$ cat src/rtl/ov7670_capture_axis.sv
// rtl/ov7670_capture_axis.sv - OV7670 byte-pair capture to AXI4-Stream RGB565 with output FIFO
module ov7670_capture_axis #(
  parameter int IMG_WIDTH  = 640,
  parameter int IMG_HEIGHT = 480,
  parameter int FIFO_DEPTH = 16
) (
  input  logic        clk_100mhz,
  input  logic        reset_n,
  input  logic        enable,
  input  logic        clear_status,
  input  logic        cam_pclk,
  input  logic        cam_vsync,
  input  logic        cam_href,
  input  logic [7:0]  cam_data,
  output logic [15:0] m_axis_tdata,
  output logic        m_axis_tvalid,
  input  logic        m_axis_tready,
  output logic        m_axis_tuser,
  output logic        m_axis_tlast,
  output logic [15:0] frame_count,
  output logic        overflow,
  output logic        line_len_err
);

  localparam int CW = $clog2(IMG_WIDTH + 1);
  localparam int LW = $clog2(IMG_HEIGHT + 1);
  localparam int AW = $clog2(FIFO_DEPTH);
  localparam logic [CW-1:0] COL_MAX  = CW'(IMG_WIDTH);
  localparam logic [CW-1:0] COL_LAST = CW'(IMG_WIDTH - 1);
  localparam logic [LW-1:0] LINE_MAX = LW'(IMG_HEIGHT);

  typedef enum logic [1:0] {IDLE, WAIT_FRAME, CAPTURE, DROP} state_t;

  state_t state_q, state_d;

  // Synchroniser stages, packed as {pclk, vsync, href, data[7:0]}
  logic [10:0] sync1, sync2;
  logic        pclk_s3, vsync_s3;
  logic        pclk_s2, vsync_s2, href_s2;
  logic [7:0]  data_s2;
  logic        pclk_rise, vsync_rise, vsync_fall;

  logic          phase_q, sof_q, href_prev_q;
  logic [7:0]    hi_q;
  logic [CW-1:0] col_q;
  logic [LW-1:0] line_q;

  logic wr_en, byte_ev, href_fall, start_frame, end_frame, set_ovf, set_lle;

  logic [17:0]  mem [FIFO_DEPTH];
  logic [AW:0]  wr_ptr, rd_ptr;
  logic         fifo_empty, fifo_full, pop;
  logic [17:0]  head;

  assign pclk_s2    = sync2[10];
  assign vsync_s2   = sync2[9];
  assign href_s2    = sync2[8];
  assign data_s2    = sync2[7:0];
  assign pclk_rise  = pclk_s2 & ~pclk_s3;
  assign vsync_rise = vsync_s2 & ~vsync_s3;
  assign vsync_fall = ~vsync_s2 & vsync_s3;

  assign fifo_empty = (wr_ptr == rd_ptr);
  assign fifo_full  = (wr_ptr[AW] != rd_ptr[AW]) && (wr_ptr[AW-1:0] == rd_ptr[AW-1:0]);
  assign pop        = m_axis_tvalid & m_axis_tready;
  assign head       = mem[rd_ptr[AW-1:0]];

  // Outputs are forced to zero while empty so nothing stale is visible
  assign m_axis_tvalid = ~fifo_empty;
  assign m_axis_tdata  = fifo_empty ? 16'h0000 : head[15:0];
  assign m_axis_tlast  = ~fifo_empty & head[16];
  assign m_axis_tuser  = ~fifo_empty & head[17];

  // Two-flop synchronisers for all camera inputs plus a third stage for edge detection
  always_ff @(posedge clk_100mhz or negedge reset_n) begin
    if (!reset_n) begin
      sync1    <= '0;
      sync2    <= '0;
      pclk_s3  <= 1'b0;
      vsync_s3 <= 1'b0;
    end else begin
      sync1    <= {cam_pclk, cam_vsync, cam_href, cam_data};
      sync2    <= sync1;
      pclk_s3  <= pclk_s2;
      vsync_s3 <= vsync_s2;
    end
  end

  // State register
  always_ff @(posedge clk_100mhz or negedge reset_n) begin
    if (!reset_n) state_q <= IDLE;
    else          state_q <= state_d;
  end

  // Next state and per-cycle capture events; a full FIFO with a pop in flight still accepts
  always_comb begin
    state_d     = state_q;
    wr_en       = 1'b0;
    byte_ev     = 1'b0;
    href_fall   = 1'b0;
    start_frame = 1'b0;
    end_frame   = 1'b0;
    set_ovf     = 1'b0;
    set_lle     = 1'b0;
    if (!enable) begin
      state_d = IDLE;
    end else begin
      case (state_q)
        IDLE: state_d = WAIT_FRAME;
        WAIT_FRAME: begin
          if (vsync_fall) begin
            state_d     = CAPTURE;
            start_frame = 1'b1;
          end
        end
        CAPTURE: begin
          if (vsync_rise) begin
            state_d   = WAIT_FRAME;
            end_frame = 1'b1;
          end else if (pclk_rise && href_s2) begin
            byte_ev = 1'b1;
            if (phase_q && (col_q < COL_MAX) && (line_q < LINE_MAX)) begin
              if (fifo_full && !pop) begin
                set_ovf = 1'b1;
                state_d = DROP;
              end else begin
                wr_en = 1'b1;
              end
            end
          end else if (pclk_rise && href_prev_q) begin
            href_fall = 1'b1;
            set_lle   = (col_q != COL_MAX) || phase_q;
          end
        end
        DROP: begin
          if (vsync_rise) state_d = WAIT_FRAME;
        end
        default: state_d = IDLE;
      endcase
    end
  end

  // Byte pairing, column/line counters and start-of-frame marker
  always_ff @(posedge clk_100mhz or negedge reset_n) begin
    if (!reset_n) begin
      phase_q     <= 1'b0;
      hi_q        <= 8'h00;
      col_q       <= '0;
      line_q      <= '0;
      sof_q       <= 1'b0;
      href_prev_q <= 1'b0;
    end else begin
      if (pclk_rise) href_prev_q <= href_s2;
      if (start_frame) begin
        sof_q   <= 1'b1;
        line_q  <= '0;
        col_q   <= '0;
        phase_q <= 1'b0;
      end else if (byte_ev) begin
        if (!phase_q) begin
          hi_q    <= data_s2;
          phase_q <= 1'b1;
        end else begin
          phase_q <= 1'b0;
          if (col_q != COL_MAX) col_q <= col_q + CW'(1);
          if (wr_en) sof_q <= 1'b0;
        end
      end else if (href_fall) begin
        col_q   <= '0;
        phase_q <= 1'b0;
        if (line_q != LINE_MAX) line_q <= line_q + LW'(1);
      end else if (!enable) begin
        phase_q <= 1'b0;
      end
    end
  end

  // Frame counter and sticky status; a set event beats a simultaneous clear
  always_ff @(posedge clk_100mhz or negedge reset_n) begin
    if (!reset_n) begin
      frame_count  <= 16'h0000;
      overflow     <= 1'b0;
      line_len_err <= 1'b0;
    end else begin
      if (end_frame) frame_count <= frame_count + 16'd1;
      if (set_ovf)           overflow <= 1'b1;
      else if (clear_status) overflow <= 1'b0;
      if (set_lle)           line_len_err <= 1'b1;
      else if (clear_status) line_len_err <= 1'b0;
    end
  end

  // FIFO pointers
  always_ff @(posedge clk_100mhz or negedge reset_n) begin
    if (!reset_n) begin
      wr_ptr <= '0;
      rd_ptr <= '0;
    end else begin
      if (wr_en) wr_ptr <= wr_ptr + (AW+1)'(1);
      if (pop)   rd_ptr <= rd_ptr + (AW+1)'(1);
    end
  end

  // FIFO storage, entry = {tuser, tlast, pixel}
  always_ff @(posedge clk_100mhz) begin
    if (wr_en) mem[wr_ptr[AW-1:0]] <= {sof_q, (col_q == COL_LAST), hi_q, data_s2};
  end

endmodule

$ cat config.mk
export PLATFORM = sky130hd
export DESIGN_NAME = ov7670_capture_axis
export DESIGN_NICKNAME = d
export VERILOG_FILES = /design/src/rtl/ov7670_capture_axis.sv
export SDC_FILE = /design/constraint.sdc
export NUM_CORES = 1
export LEC_CHECK = 0
export ABC_CLOCK_PERIOD_IN_PS = 4300
export CORE_ASPECT_RATIO = 0.7
export CORE_MARGIN = 2
export CORE_UTILIZATION = 60
export DETAILED_ROUTE_END_ITERATION = 8
export MAX_ROUTING_LAYER = met4
export PLACE_DENSITY = 0.78
export SYNTH_ARGS = -nofsm -noshare
export SYNTH_HDL_FRONTEND = slang
export SYNTH_SLANG_ARGS = --single-unit
$ cat constraint.sdc
create_clock -name clk_100mhz -period 4.3 [get_ports clk_100mhz]
set_input_delay 0.43 -clock clk_100mhz [delete_from_list [all_inputs] [get_ports clk_100mhz]]
set_output_delay 0.43 -clock clk_100mhz [all_outputs]
set_load 0.01 [all_outputs]
==> results by group <==
Min path
  – Worst min path class: reg2reg

GRT
  – Vias in the first global route: 7662
  – Largest net degree at the start of global routing: 53
  – GRT met2 Usage: 0.388
  – Initial antenna violation count: 0
  – Global-route wire length before repair: 46.8 mm
  – GR Util met3: 0.0461
  – Met1 Track Usage GR: 0.369
  – GRT busiest layer: met2
  – GRT overflow: 0
  – All-Layer GR Usage: 0.258

Yosys
  – Mapped Nets: 786
  – Synth area leaders: edfxtp_1, dfrtp_1, mux4_2
  – Seq/Total Area, Yosys: 0.728
  – Mapped cell area: 0.0148 mm²
  – Synth area leader: edfxtp_1
  – Post-synthesis average cell area: 19.5 µm²
  – Yosys warns: 0
  – Synth top area share: 0.585
  – Yosys cell types: 51
  – Number of synthesized flops with an enable pin: 288
  – Cells after Synth: 756
  – Commonest register cell after synthesis: edfxtp_1
  – #FFs+latches synth: 372
  – Asr flop ratio synth: 0.226

STA
  – Final min period: 3.89 ns
  – Final Max Slew Viols: 0
  – RSZ-0062 raised after global routing: false
  – Fmax: 257 MHz
  – Setup_tns: 0 ns
  – Clock Skew: 0.0102 ns
  – Slew @ Worst Pin: 1.05 ns
  – Final setup violation count: 0
  – Slew HR: 0.303
  – Final hold viol count: 0
  – Final period util: 0.904

Place
  – Detailed placement HPWL: 19.1 mm
  – RD Place Congestion: 0.842
  – Port Buf Inserts: 52

Clocking
  – # clock sinks: 372
  – H-tree levels: 2
  – Setup bufs post-CTS: 0
  – Hold Buf Count CTS: 1
  – Clock latency on the worst-skew pair: 0.51 ns
  – CTS Buf Count: 35
  – Clock-pin slew on the worst setup and hold paths: 0.06 ns
  – Post-CTS sizing: 0
  – TritonCTS clock tree: built
  – Clock tree buffer depth: 3
  – Clock Root Buffer: clkbuf_16

Detailed routing
  – Drt pass-1 iters: 5
  – Vias: 7486
  – WL final: 30.9 mm
  – Post-DR wirelength/cell: 26.0 µm
  – Vias/cell: 6.29
  – Detailed router's first-iteration violation count: 790
  – Post-route DRC: 0
  – Antenna viol nets, final: 0

Power and ir drop
  – Lkg Pwr: 5.97 nW
  – Sw Pwr: 2.59 mW
  – PwrDens: 585 mW/mm²
  – Total power draw: 9.93 mW
  – Int Power: 7.34 mW
  – Sw Ratio: 0.261
  – Clk pwr share: 0.331
  – Max IR drop VDD: 512 µV
  – Seq pwr share: 0.430
  – Comb pwr share: 0.239

Setup path
  – Crit Path Max Fanout: 31
  – Endpoint class of the critical path: output pin
  – Worst path slowest cell: dfrtp_4
  – Crit Path Category: reg2out
  – Critical path required time: 3.87 ns
  – Critical Path Start Type: register
  – CP peak stage delay: 0.85 ns
  – CP bufs+invs: 2
  – Critical-path cell list: xnor2_1, nand4_1, nor2_2, buf_4, nor2b_1, clkdlybuf4s50_1
  – Crit path DAT: 3.46 ns
  – CP top delay family: simple AND/OR/NAND/NOR gates
  – R2r setup slk: 1.09 ns

Floorplanning
  – Die width: 192 µm
  – Core Area: 0.0244 mm²
  – Die area: 0.0259 mm²
  – Die height: 135 µm
  – I/O pins: 53
  – Cell Rows: 48
  – Initial Utilization: 0.604

Cells and area
  – # nets final: 870
  – ANT cells: 0
  – Layout cells sized above 1: 0.215
  – Synth-to-layout area growth: 14.9%

Run status
  – Outcome: finished, final reports clean

Run
  – Max cap viols: 0
[cells in the final DEF (no fill, tap or decap), types with 5 or more instances in the layout]
cell	count
o21ai_0	14
mux2_1	9
clkbuf_16	37
xnor2_1	22
nor2b_1	23
nor3_2	5
o31ai_1	5
dfrtp_1	82
nand3_1	13
xor2_1	17
nand4_1	12
nand2_1	24
buf_4	22
clkdlybuf4s50_1	51
and3_1	23
clkinv_1	7
edfxtp_1	288
nor2_1	20
bufinv_16	6
mux4_2	90
ha_1	14
inv_1	18
[final timing paths]
path | from | endpoint | cells past startpoint
max reg2reg | state_q[0] | mem[4][0] | 6
max in group asynchronous | reset_n | frame_count[14] | 3
min reg2reg | sync1[6] | sync2[6] | 0
min in group asynchronous | reset_n | line_q[2] | 2
max | rd_ptr[0] | m_axis_tdata[14] | 6
min | sync1[6] | sync2[6] | 0
[metrics by stage]
| step | cell area (µm²) | setup slack [ns] | hold slack (ns) | instances | utilization |
|---|---|---|---|---|---|
| 2_1_floorplan | 14800 | 1.01 | 0.134 | 756 | - |
| 3_3_place_gp | 15700 | 0.896 | 0.332 | 1127 | 0.644 |
| 3_5_place_dp | 15700 | 0.802 | 0.336 | 1127 | 0.644 |
| 4_1_cts | 17000 | 0.364 | 0.338 | 1191 | 0.695 |
| 5_1_grt | 17000 | 0.194 | 0.337 | 1191 | 0.695 |
| 6_report | 17000 | 0.414 | 0.340 | 1191 | 0.695 |
[logic make-up after synthesis]
| group | after synthesis | synth area share |
|---|---|---|
| flip-flops | 372 | 0.728 |
| multiplexers | 103 | 0.147 |
| AND/OR/NAND/NOR | 145 | 0.0565 |
| buffers and inverters | 49 | 0.0185 |
| adder cells (fa/ha/maj) | 14 | 0.0119 |
| XOR/XNOR | 39 | 0.0231 |
| AO/OA/AOI/OAI | 34 | 0.0155 |
[power groups by stage]
stage	clock [mW]	combinational (mW)	sequential (mW)
after floorplan	0	1.64	4.17
after global placement	0	2.33	4.33
after detailed placement	0	2.37	4.35
after CTS	3.33	2.39	4.28
after global routing	3.47	2.49	4.30
final	3.29	2.37	4.27
[layout make-up]
cell class / instances / area, µm²
clock buffer: 44 / 982
clock inverter: 19 / 246
fill: 1444 / 7460
inverter: 19 / 71.3
multi-input combinational: 335 / 3770
sequential: 372 / 10800
tap: 325 / 407
timing repair buffer: 77 / 746
[worst reg2reg max path, stage by stage (launching register included)]
cell and delay [ns]:
dfrtp_1 0.42, inv_1 0.11, ha_1 0.26, nand2_1 0.21, nor3_1 0.25, o311a_1 0.62, and3_1 0.97
[sequential cells by signal (all words and copies together) (netlist names), 2 cells and up]
register,count
sync1,11
hi_q,8
wr_ptr,5
line_q,9
mem,288
col_q,10
sync2,11
state_q,2
rd_ptr,5
frame_count,16
[synth_stat cells (all sizes together) (2+ instances only)]
| cell | instances |
|---|---|
| a21oi | 4 |
| and3 | 23 |
| and4 | 2 |
| and4b | 2 |
| buf | 21 |
| clkbuf | 9 |
| dfrtp | 84 |
| edfxtp | 288 |
| ha | 14 |
| inv | 19 |
| mux2 | 11 |
| mux2i | 2 |
| mux4 | 90 |
| nand2 | 24 |
| nand2b | 2 |
| nand3 | 13 |
| nand4 | 12 |
| nor2 | 22 |
| nor2b | 23 |
| nor3 | 7 |
| nor3b | 3 |
| o21ai | 17 |
| o31ai | 6 |
| o41ai | 2 |
| or3 | 2 |
| or4 | 2 |
| xnor2 | 22 |
| xor2 | 17 |
[metal layers]
| metal | share of wire | up-vias | routed length (µm) |
|---|---|---|---|
| met5 | 0 | - | 0 |
| met3 | 0.078 | 62 | 2410 |
| li1 | - | 3163 | - |
| met2 | 0.48 | 343 | 15000 |
| met1 | 0.41 | 3918 | 12800 |
| met4 | 0.025 | 0 | 770 |
(Power assumes the default switching activity.)
